[config.mk]
export PLATFORM = sky130hd
export DESIGN_NAME = rx_crc_check
export DESIGN_NICKNAME = d
export VERILOG_FILES = /design/src/rtl/rx_crc_check.sv
export SDC_FILE = /design/constraint.sdc
export NUM_CORES = 1
export LEC_CHECK = 0
export ABC_CLOCK_PERIOD_IN_PS = 10600
export BUFFER_PORTS_ARGS = -buffer_cell sky130_fd_sc_hd__buf_2
export CAP_MARGIN = 20
export CORE_UTILIZATION = 53
export CTS_BUF_LIST = sky130_fd_sc_hd__clkbuf_8
export DETAILED_ROUTE_END_ITERATION = 16
export HOLD_SLACK_MARGIN = 0.1
export PLACE_DENSITY = 0.75
export SYNTH_ARGS = -nofsm -noshare
export SYNTH_HDL_FRONTEND = slang
export SYNTH_HIERARCHICAL = 1
export SYNTH_SLANG_ARGS = --single-unit
[constraint.sdc]
create_clock -name clk -period 10.6 [get_ports clk]
set_input_delay 2.12 -clock clk [delete_from_list [all_inputs] [get_ports clk]]
set_output_delay 2.12 -clock clk [all_outputs]
set_load 0.05 [all_outputs]
[src/rtl/rx_crc_check.sv]
// Receive-side CRC checker for a 32-bit link: decodes comma/check command sequences
// from the K-flag history, runs a CRC-32 over data words and scores check words.

// CRC-32 (poly 0x04C11DB7, MSB-first, init all-ones, no final xor) over one
// 32-bit word per enabled cycle. crc_out is the register, so it reflects every
// word accumulated before the current cycle.
module crc_ol (
  input  logic        clk,
  input  logic        rst,
  input  logic        crc_en,
  input  logic [31:0] data_in,
  output logic [31:0] crc_out
);

  localparam logic [31:0] POLY = 32'h04C1_1DB7;
  localparam logic [31:0] INIT = 32'hFFFF_FFFF;

  logic [31:0] crc_q;

  // The data word is exactly as wide as the CRC, so it can be folded in up
  // front and then divided out with 32 feedback shifts.
  function automatic logic [31:0] crc_next(input logic [31:0] crc,
                                           input logic [31:0] data);
    logic [31:0] c;
    c = crc ^ data;
    for (int i = 0; i < 32; i++) begin
      c = c[31] ? ((c << 1) ^ POLY) : (c << 1);
    end
    return c;
  endfunction

  // NOTE: this register deliberately has no rst_n term; it is a datapath value
  // that only a decoded CRC reset command may clear, and lock gating hides
  // whatever it holds until then.
  always_ff @(posedge clk) begin
    if (rst) begin
      crc_q <= INIT;
    end else if (crc_en) begin
      crc_q <= crc_next(crc_q, data_in);
    end
  end

  assign crc_out = crc_q;

endmodule

module rx_crc_check #(
  parameter int CNT_W = 16
) (
  input  logic             clk,
  input  logic             rst_n,
  input  logic [31:0]      d,
  input  logic [3:0]       k,
  input  logic             clr,
  output logic [31:0]      dout,
  output logic [3:0]       kout,
  output logic             crc_word,
  output logic             crc_ok,
  output logic             crc_err,
  output logic             err_sticky,
  output logic             locked,
  output logic [CNT_W-1:0] err_cnt,
  output logic [CNT_W-1:0] chk_cnt
);

  localparam logic [3:0]       K_PAD   = 4'hF;
  localparam logic [3:0]       K_DATA  = 4'h0;
  localparam logic [3:0]       K_COMMA = 4'h1;
  localparam logic [CNT_W-1:0] CNT_MAX = '1;
  localparam logic [CNT_W-1:0] CNT_ONE = CNT_W'(1);

  typedef enum logic {
    UNLOCKED = 1'b0,
    LOCKED   = 1'b1
  } state_t;

  state_t      state;
  logic        h1;
  logic        h2;
  logic        is_pad;
  logic        is_check;
  logic        is_crc_rst;
  logic        is_accum;
  logic        crc_match;
  logic        count_chk;
  logic        count_err;
  logic [31:0] crc_val;

  // NOTE: every signal assigned here gets a default first, so no path through
  // the block can leave a value unassigned and infer a latch.
  always_comb begin
    is_pad     = 1'b0;
    is_check   = 1'b0;
    is_crc_rst = 1'b0;
    is_accum   = 1'b0;
    if (k == K_PAD) begin
      is_pad = 1'b1;
    end else if (k == K_DATA && h1 && !h2) begin
      is_check = 1'b1;
    end else if (k == K_COMMA && h1 && h2) begin
      is_crc_rst = 1'b1;
    end else if (k == K_DATA) begin
      is_accum = 1'b1;
    end
  end

  crc_ol u_crc (
    .clk     (clk),
    .rst     (is_crc_rst),
    .crc_en  (is_accum),
    .data_in (d),
    .crc_out (crc_val)
  );

  // Scoring is gated by the lock state in the check cycle: before the first
  // CRC reset the engine content is meaningless.
  assign crc_match = (d == crc_val);
  assign count_chk = is_check && (state == LOCKED);
  assign count_err = count_chk && !crc_match;
  assign locked    = (state == LOCKED);

  // A clear coincident with an event leaves exactly that event counted.
  function automatic logic [CNT_W-1:0] cnt_next(input logic [CNT_W-1:0] cnt,
                                                input logic             inc,
                                                input logic             do_clr);
    if (do_clr) begin
      return inc ? CNT_ONE : '0;
    end else if (inc && cnt != CNT_MAX) begin
      return cnt + CNT_ONE;
    end
    return cnt;
  endfunction

  // NOTE: all state below uses non-blocking assignments so every register
  // samples the pre-edge values regardless of statement order.
  always_ff @(posedge clk or negedge rst_n) begin
    if (!rst_n) begin
      state      <= UNLOCKED;
      h1         <= 1'b0;
      h2         <= 1'b0;
      dout       <= '0;
      kout       <= '0;
      crc_word   <= 1'b0;
      crc_ok     <= 1'b0;
      crc_err    <= 1'b0;
      err_sticky <= 1'b0;
      err_cnt    <= '0;
      chk_cnt    <= '0;
    end else begin
      case (state)
        UNLOCKED: if (is_crc_rst) state <= LOCKED;
        LOCKED:   state <= LOCKED;
        default:  state <= UNLOCKED;
      endcase

      if (!is_pad) begin
        h2 <= h1;
        h1 <= k[0];
      end

      dout     <= d;
      kout     <= k;
      crc_word <= is_check;
      crc_ok   <= count_chk && crc_match;
      crc_err  <= count_err;

      if (count_err) begin
        err_sticky <= 1'b1;
      end else if (clr) begin
        err_sticky <= 1'b0;
      end

      chk_cnt <= cnt_next(chk_cnt, count_chk, clr);
      err_cnt <= cnt_next(err_cnt, count_err, clr);
    end
  end

endmodule

==> results.sh, run 1 <==
export IMPL_final_common_cell="xnor2_1"
export IMPL_clock_latency_ns=0.39
export IMPL_grt_pass1_wl_mm=29.0
export IMPL_slew_violations=0
export IMPL_cts_buffers=9
export IMPL_cts_sinks=107
export IMPL_finish_instance_area_um2=8710
export IMPL_route_detailed_drc=0
export IMPL_cts_tree="done"
export IMPL_status="complete, no violations"
export IMPL_num_nets_final=830
export IMPL_ys_flop_type="dfrtp_1"
export IMPL_vias_per_cell=5.64
export IMPL_ctsLongestPathBuffers=2
export IMPL_r2r_start="u_crc/crc_out[27]"
export IMPL_synth_edf_count=0
export IMPL_ant_nets=0
export IMPL_async_flop_share_pct=70.1
export IMPL_netlist_instances=686
export IMPL_n_antenna_cell=0
export IMPL_drt_initial_drc_count=457
export IMPL_setup_viol=0
export IMPL_fin_cells=974
export IMPL_crit_start="d[27]"
export IMPL_die_w_um=123
export IMPL_drive_gt1_share_pct=21.9
export IMPL_io_pins=112
export IMPL_hp_start="u_crc/crc_out[1]"
export IMPL_dp_cells=957
export IMPL_critPathLaunchType="primary input"
export IMPL_gp_congestion=0.995
export IMPL_hpwlAfterDp_mm=14.9
export IMPL_tightest_slew_ns=1.05
export IMPL_yosys_warnings=6
export IMPL_synth_fp_nets=727
export IMPL_finalCriticalPeriod_ns=5.44
export IMPL_synth_seq_cells=107
export IMPL_path_max_fanout=5
export IMPL_cp_required_ns=10.89
export IMPL_criticalPathCategory="primary input to register"
export IMPL_ctsHoldBuffers=0
export IMPL_htreeDepth=3
export IMPL_hold_class="register to register"
export IMPL_gr_usage_all_layers_pct=26.5
export IMPL_grt_max_degree=76
export IMPL_io_buffers=111
export IMPL_cts_root_buf="clkbuf_8"
export IMPL_wl_mm=19.2
export IMPL_initial_core_util_pct=55.0
export IMPL_worstSetupEndpointType="register"
export IMPL_overflow=0
export IMPL_first_pass_iters=5
export IMPL_cts_resized=0
export IMPL_relSlewSlack_pct=29.6
export IMPL_fin_tns_setup_ns=0
export IMPL_vias=5494
export IMPL_post_route_util_pct=62.0
export IMPL_n_fill_cell=1135
export IMPL_seq_area_frac_synth_pct=32.6
export IMPL_max_cap_violations=0
export IMPL_cts_setup_buffers=0
export IMPL_hold_viol=0
export IMPL_max_freq_mhz=184
export IMPL_wire_per_inst_um=19.7
export IMPL_worst_ep_arrival_time_ns=5.73
export IMPL_core_area_um2=14000
export IMPL_rows=43
export IMPL_rsz0062_at_grt="false"
export IMPL_syn2layout_area_growth_pct=12.8
export IMPL_final_cell_mix="170 x xnor2_1, 110 x buf_2, 75 x dfrtp_1"
export IMPL_clk_pin_slew_ns=0.09
export IMPL_post_dp_cell_area_um2=8430
export IMPL_grt_pass1_vias=5188
export IMPL_die_height_um=123
export IMPL_antenna_found_initial=0
export IMPL_fin_skew_ns=0.00766
export IMPL_r2r_slack_ns=6.60
export IMPL_ys_types=61
export IMPL_synth_area_um2=7720
export IMPL_min_period_over_period_pct=51.4
export IMPL_synth_avg_cell_area_um2=11.3
export IMPL_die_area_um2=15100
## per-stage QoR
step / hold slack (ns) / worst slack [ns]
global placement: 0.510 / 4.82
floorplan: 0.495 / 5.39
detailed placement: 0.524 / 4.79
finish: 0.534 / 5.16
CTS: 0.538 / 5.21
global route: 0.588 / 5.11
## worst paths after layout
kind | endpoint | cells after the start
max in group asynchronous | dout[8] | 2
max | u_crc/crc_out[11] | 10
max reg2reg | u_crc/crc_out[11] | 9
min in group asynchronous | kout[3] | 1
min reg2reg | u_crc/crc_out[1] | 2
min | u_crc/crc_out[1] | 2
## registers in the layout (all words and copies together), names as in the netlist
name,cells
u_crc/crc_out,32
h1,1
err_cnt,16
h2,1
err_sticky,1
crc_word,1
kout,4
crc_err,1
dout,32
chk_cnt,16
crc_ok,1
locked,1
## kinds of logic after synthesis
logic type,synth area share [%]
and+or+nand+nor,14.3
DFF,32.6
adders and majority gates,0.324
buffers and inverters,1.51
AOI/OAI and AO/OA,4.12
muxes,2.25
xor gates and xnor gates,44.9
## worst max-delay path: stages
cell and delay [ns]:
buf_2 0.13, xnor2_1 0.57, xnor3_2 0.59, xnor2_1 0.31
xnor3_1 0.39, xor2_2 0.42, xor3_2 0.54, xnor3_1 0.37
a21oi_1 0.06, or2_1 0.22
## cell usage after synthesis, drive strengths merged, types with 6 or more instances
| master | instances | area share [%] |
|---|---|---|
| nor2b | 20 | 1.6 |
| dfrtp | 75 | 24 |
| xnor3 | 43 | 13 |
| a211o | 10 | 1.1 |
| nand4 | 19 | 1.5 |
| dfxtp | 32 | 8.3 |
| nand3 | 13 | 0.84 |
| nor4 | 16 | 1.5 |
| xor2 | 50 | 6.4 |
| mux2 | 11 | 1.6 |
| nand2 | 21 | 1.0 |
| a21oi | 8 | 0.57 |
| or2 | 6 | 0.49 |
| clkbuf | 19 | 0.92 |
| nor3 | 34 | 2.3 |
| and3 | 10 | 0.81 |
| xnor2 | 188 | 24 |
| nor2 | 51 | 2.5 |
## cell type report
cell class	instances	area (um2)	share of cell area (%)
clock buffer	10	138	1.58
clock inverter	6	113	1.29
inverter	6	22.5	0.259
multi-input combinational	551	5100	58.5
sequential	107	2520	28.9
tap	180	225	2.59
timing repair buffer	114	601	6.89
## per-layer routing
| layer | vias up | share of wire [%] | GRT usage (%) |
|---|---|---|---|
| li1 | 2546 | - | - |
| met1 | 2724 | 43 | 34.6 |
| met2 | 189 | 50 | 43.9 |
| met3 | 35 | 4.9 | 5.20 |
| met4 | 0 | 2.6 | 9.07 |
| met5 | - | 0 | 0 |
Power of run 1 is not shown: default switching activity piles up to over one toggle a cycle in this logic, so the estimate is an artifact.
==> run 2: changes to the inputs <==
--- a/config.mk
+++ b/config.mk
@@ -5,14 +5,14 @@
 export SDC_FILE = /design/constraint.sdc
 export NUM_CORES = 1
 export LEC_CHECK = 0
-export ABC_CLOCK_PERIOD_IN_PS = 10600
+export ABC_CLOCK_PERIOD_IN_PS = 4450
 export BUFFER_PORTS_ARGS = -buffer_cell sky130_fd_sc_hd__buf_2
 export CAP_MARGIN = 20
 export CORE_UTILIZATION = 53
 export CTS_BUF_LIST = sky130_fd_sc_hd__clkbuf_8
 export DETAILED_ROUTE_END_ITERATION = 16
 export HOLD_SLACK_MARGIN = 0.1
-export PLACE_DENSITY = 0.75
+export PLACE_DENSITY = 0.78
 export SYNTH_ARGS = -nofsm -noshare
 export SYNTH_HDL_FRONTEND = slang
 export SYNTH_HIERARCHICAL = 1
==> constraint.sdc (replaced) <==
create_clock -name clk -period 4.45 [get_ports clk]
set_input_delay 0.89 -clock clk [delete_from_list [all_inputs] [get_ports clk]]
set_output_delay 0.89 -clock clk [all_outputs]
set_load 0.05 [all_outputs]
==> run 2 against run 1 <==
Against the previous run:
- setup slack got worse by 4.7 ns
- non-clock buffer count increased by 27
- critical endpoint unchanged
- count of clock-buffer cells in the layout decreased by 1
- flip-flop and latch count unchanged
- highest routed layer unchanged
==> results.sh, run 2 (same netlist as run 1, synthesis figures left out) <==
export IMPL_vias=5636
export IMPL_r2r_slack_ns=0.59
export IMPL_cts_resized=0
export IMPL_initial_core_util_pct=55.0
export IMPL_cts_sinks=107
export IMPL_final_cell_mix="170 x xnor2_1, 110 x buf_2, 75 x dfrtp_1"
export IMPL_max_freq_mhz=250
export IMPL_io_buffers=111
export IMPL_setup_viol=0
export IMPL_gp_congestion=0.980
export IMPL_critPathLaunchType="primary input"
export IMPL_num_nets_final=857
export IMPL_place_ws_ns=0.0590
export IMPL_grt_max_degree=76
export IMPL_status="complete, no violations"
export IMPL_met3_usage_pct=5.62
export IMPL_route_detailed_drc=0
export IMPL_die_w_um=123
export IMPL_die_height_um=123
export IMPL_first_pass_iters=5
export IMPL_slew_violations=0
export IMPL_gr_usage_met1_pct=35.8
export IMPL_cts_tree="done"
export IMPL_criticalPathCategory="primary input to register"
export IMPL_max_cap_violations=0
export IMPL_finalCriticalPeriod_ns=4.00
export IMPL_gr_usage_all_layers_pct=27.6
export IMPL_busiest_layer="met2"
export IMPL_fin_tns_setup_ns=0
export IMPL_hold_class="register to register"
export IMPL_grtUsageMet2_pct=46.8
export IMPL_worstSetupEndpointType="register"
export IMPL_drt_initial_drc_count=501
export IMPL_cts_buffers=9
export IMPL_core_area_um2=14000
export IMPL_die_area_um2=15100
export IMPL_n_antenna_cell=0
export IMPL_worst_slack_ns=0.455
export IMPL_antenna_found_initial=0
export IMPL_finish_instance_area_um2=8870
export IMPL_rows=43
export IMPL_overflow=0
export IMPL_cp_required_ns=4.79
export IMPL_relSlewSlack_pct=36.1
export IMPL_cts_root_buf="clkbuf_8"
export IMPL_clk_pin_slew_ns=0.11
export IMPL_cts_setup_buffers=0
export IMPL_grt_pass1_wl_mm=30.5
export IMPL_ant_nets=0
export IMPL_htreeDepth=3
export IMPL_path_max_fanout=4
export IMPL_clock_latency_ns=0.40
export IMPL_vias_per_cell=5.63
export IMPL_drive_gt1_share_pct=24.5
export IMPL_rsz0062_at_grt="false"
export IMPL_hold_viol=0
export IMPL_syn2layout_area_growth_pct=14.9
export IMPL_wire_per_inst_um=19.7
export IMPL_wl_mm=19.8
export IMPL_min_period_over_period_pct=89.8
export IMPL_fin_skew_ns=0.0149
export IMPL_ctsLongestPathBuffers=2
export IMPL_ctsHoldBuffers=0
export IMPL_grt_pass1_vias=5428
export IMPL_final_common_cell="xnor2_1"
export IMPL_tightest_slew_ns=0.958
export IMPL_post_dp_cell_area_um2=8640
export IMPL_hpwlAfterDp_mm=15.5
export IMPL_worst_ep_arrival_time_ns=4.34
export IMPL_io_pins=112
-- run 2: per-stage QoR --
stage,util [%],hold slack (ns),cells
final,63.2,0.536,1001
after global placement,61.6,0.510,985
after floorplan,-,0.495,686
after global routing,63.2,0.580,1001
after detailed placement,61.6,0.524,985
after CTS,63.2,0.538,1001
-- run 2: final cells by class --
type                    instances  area, um2
repair buffers                141        783
flip-flops and latches        107       2520
clock inverters                 7        100
fillers                      1097       5170
well taps                     180        225
multi-input cells             551       5100
inverters                       6       22.5
clock buffers                   9        124
-- run 2: path summary, 6_finish.rpt --
check                                   from           endpoint  cells past startpoint
max in group asynchronous              rst_n           dout[18]                      1
hold / removal                    err_sticky         err_sticky                      2
min in group asynchronous              rst_n           dout[31]                      1
setup / recovery                       d[25]  u_crc/crc_out[11]                     11
hold reg to reg                   err_sticky         err_sticky                      2
setup reg to reg           u_crc/crc_out[28]  u_crc/crc_out[26]                      9
-- run 2: worst max-delay path: stages --
cell and delay [ns]:
buf_2 0.13, xnor2_1 0.13, buf_4 0.17, xnor2_1 0.46
xnor3_1 0.64, xnor2_1 0.36, xnor3_1 0.50, xor2_1 0.42
xnor3_1 0.40, a21oi_1 0.14, or2_1 0.10
-- run 2: routing by layer --
| metal | part of all wire, % | routed length (um) | vias to the layer above |
|---|---|---|---|
| li1 | - | - | 2596 |
| met1 | 42 | 8360 | 2795 |
| met2 | 50 | 9840 | 226 |
| met3 | 6.3 | 1250 | 19 |
| met4 | 1.5 | 304 | 0 |
| met5 | 0 | 0 | - |
Power of run 2 is left out for the same reason.
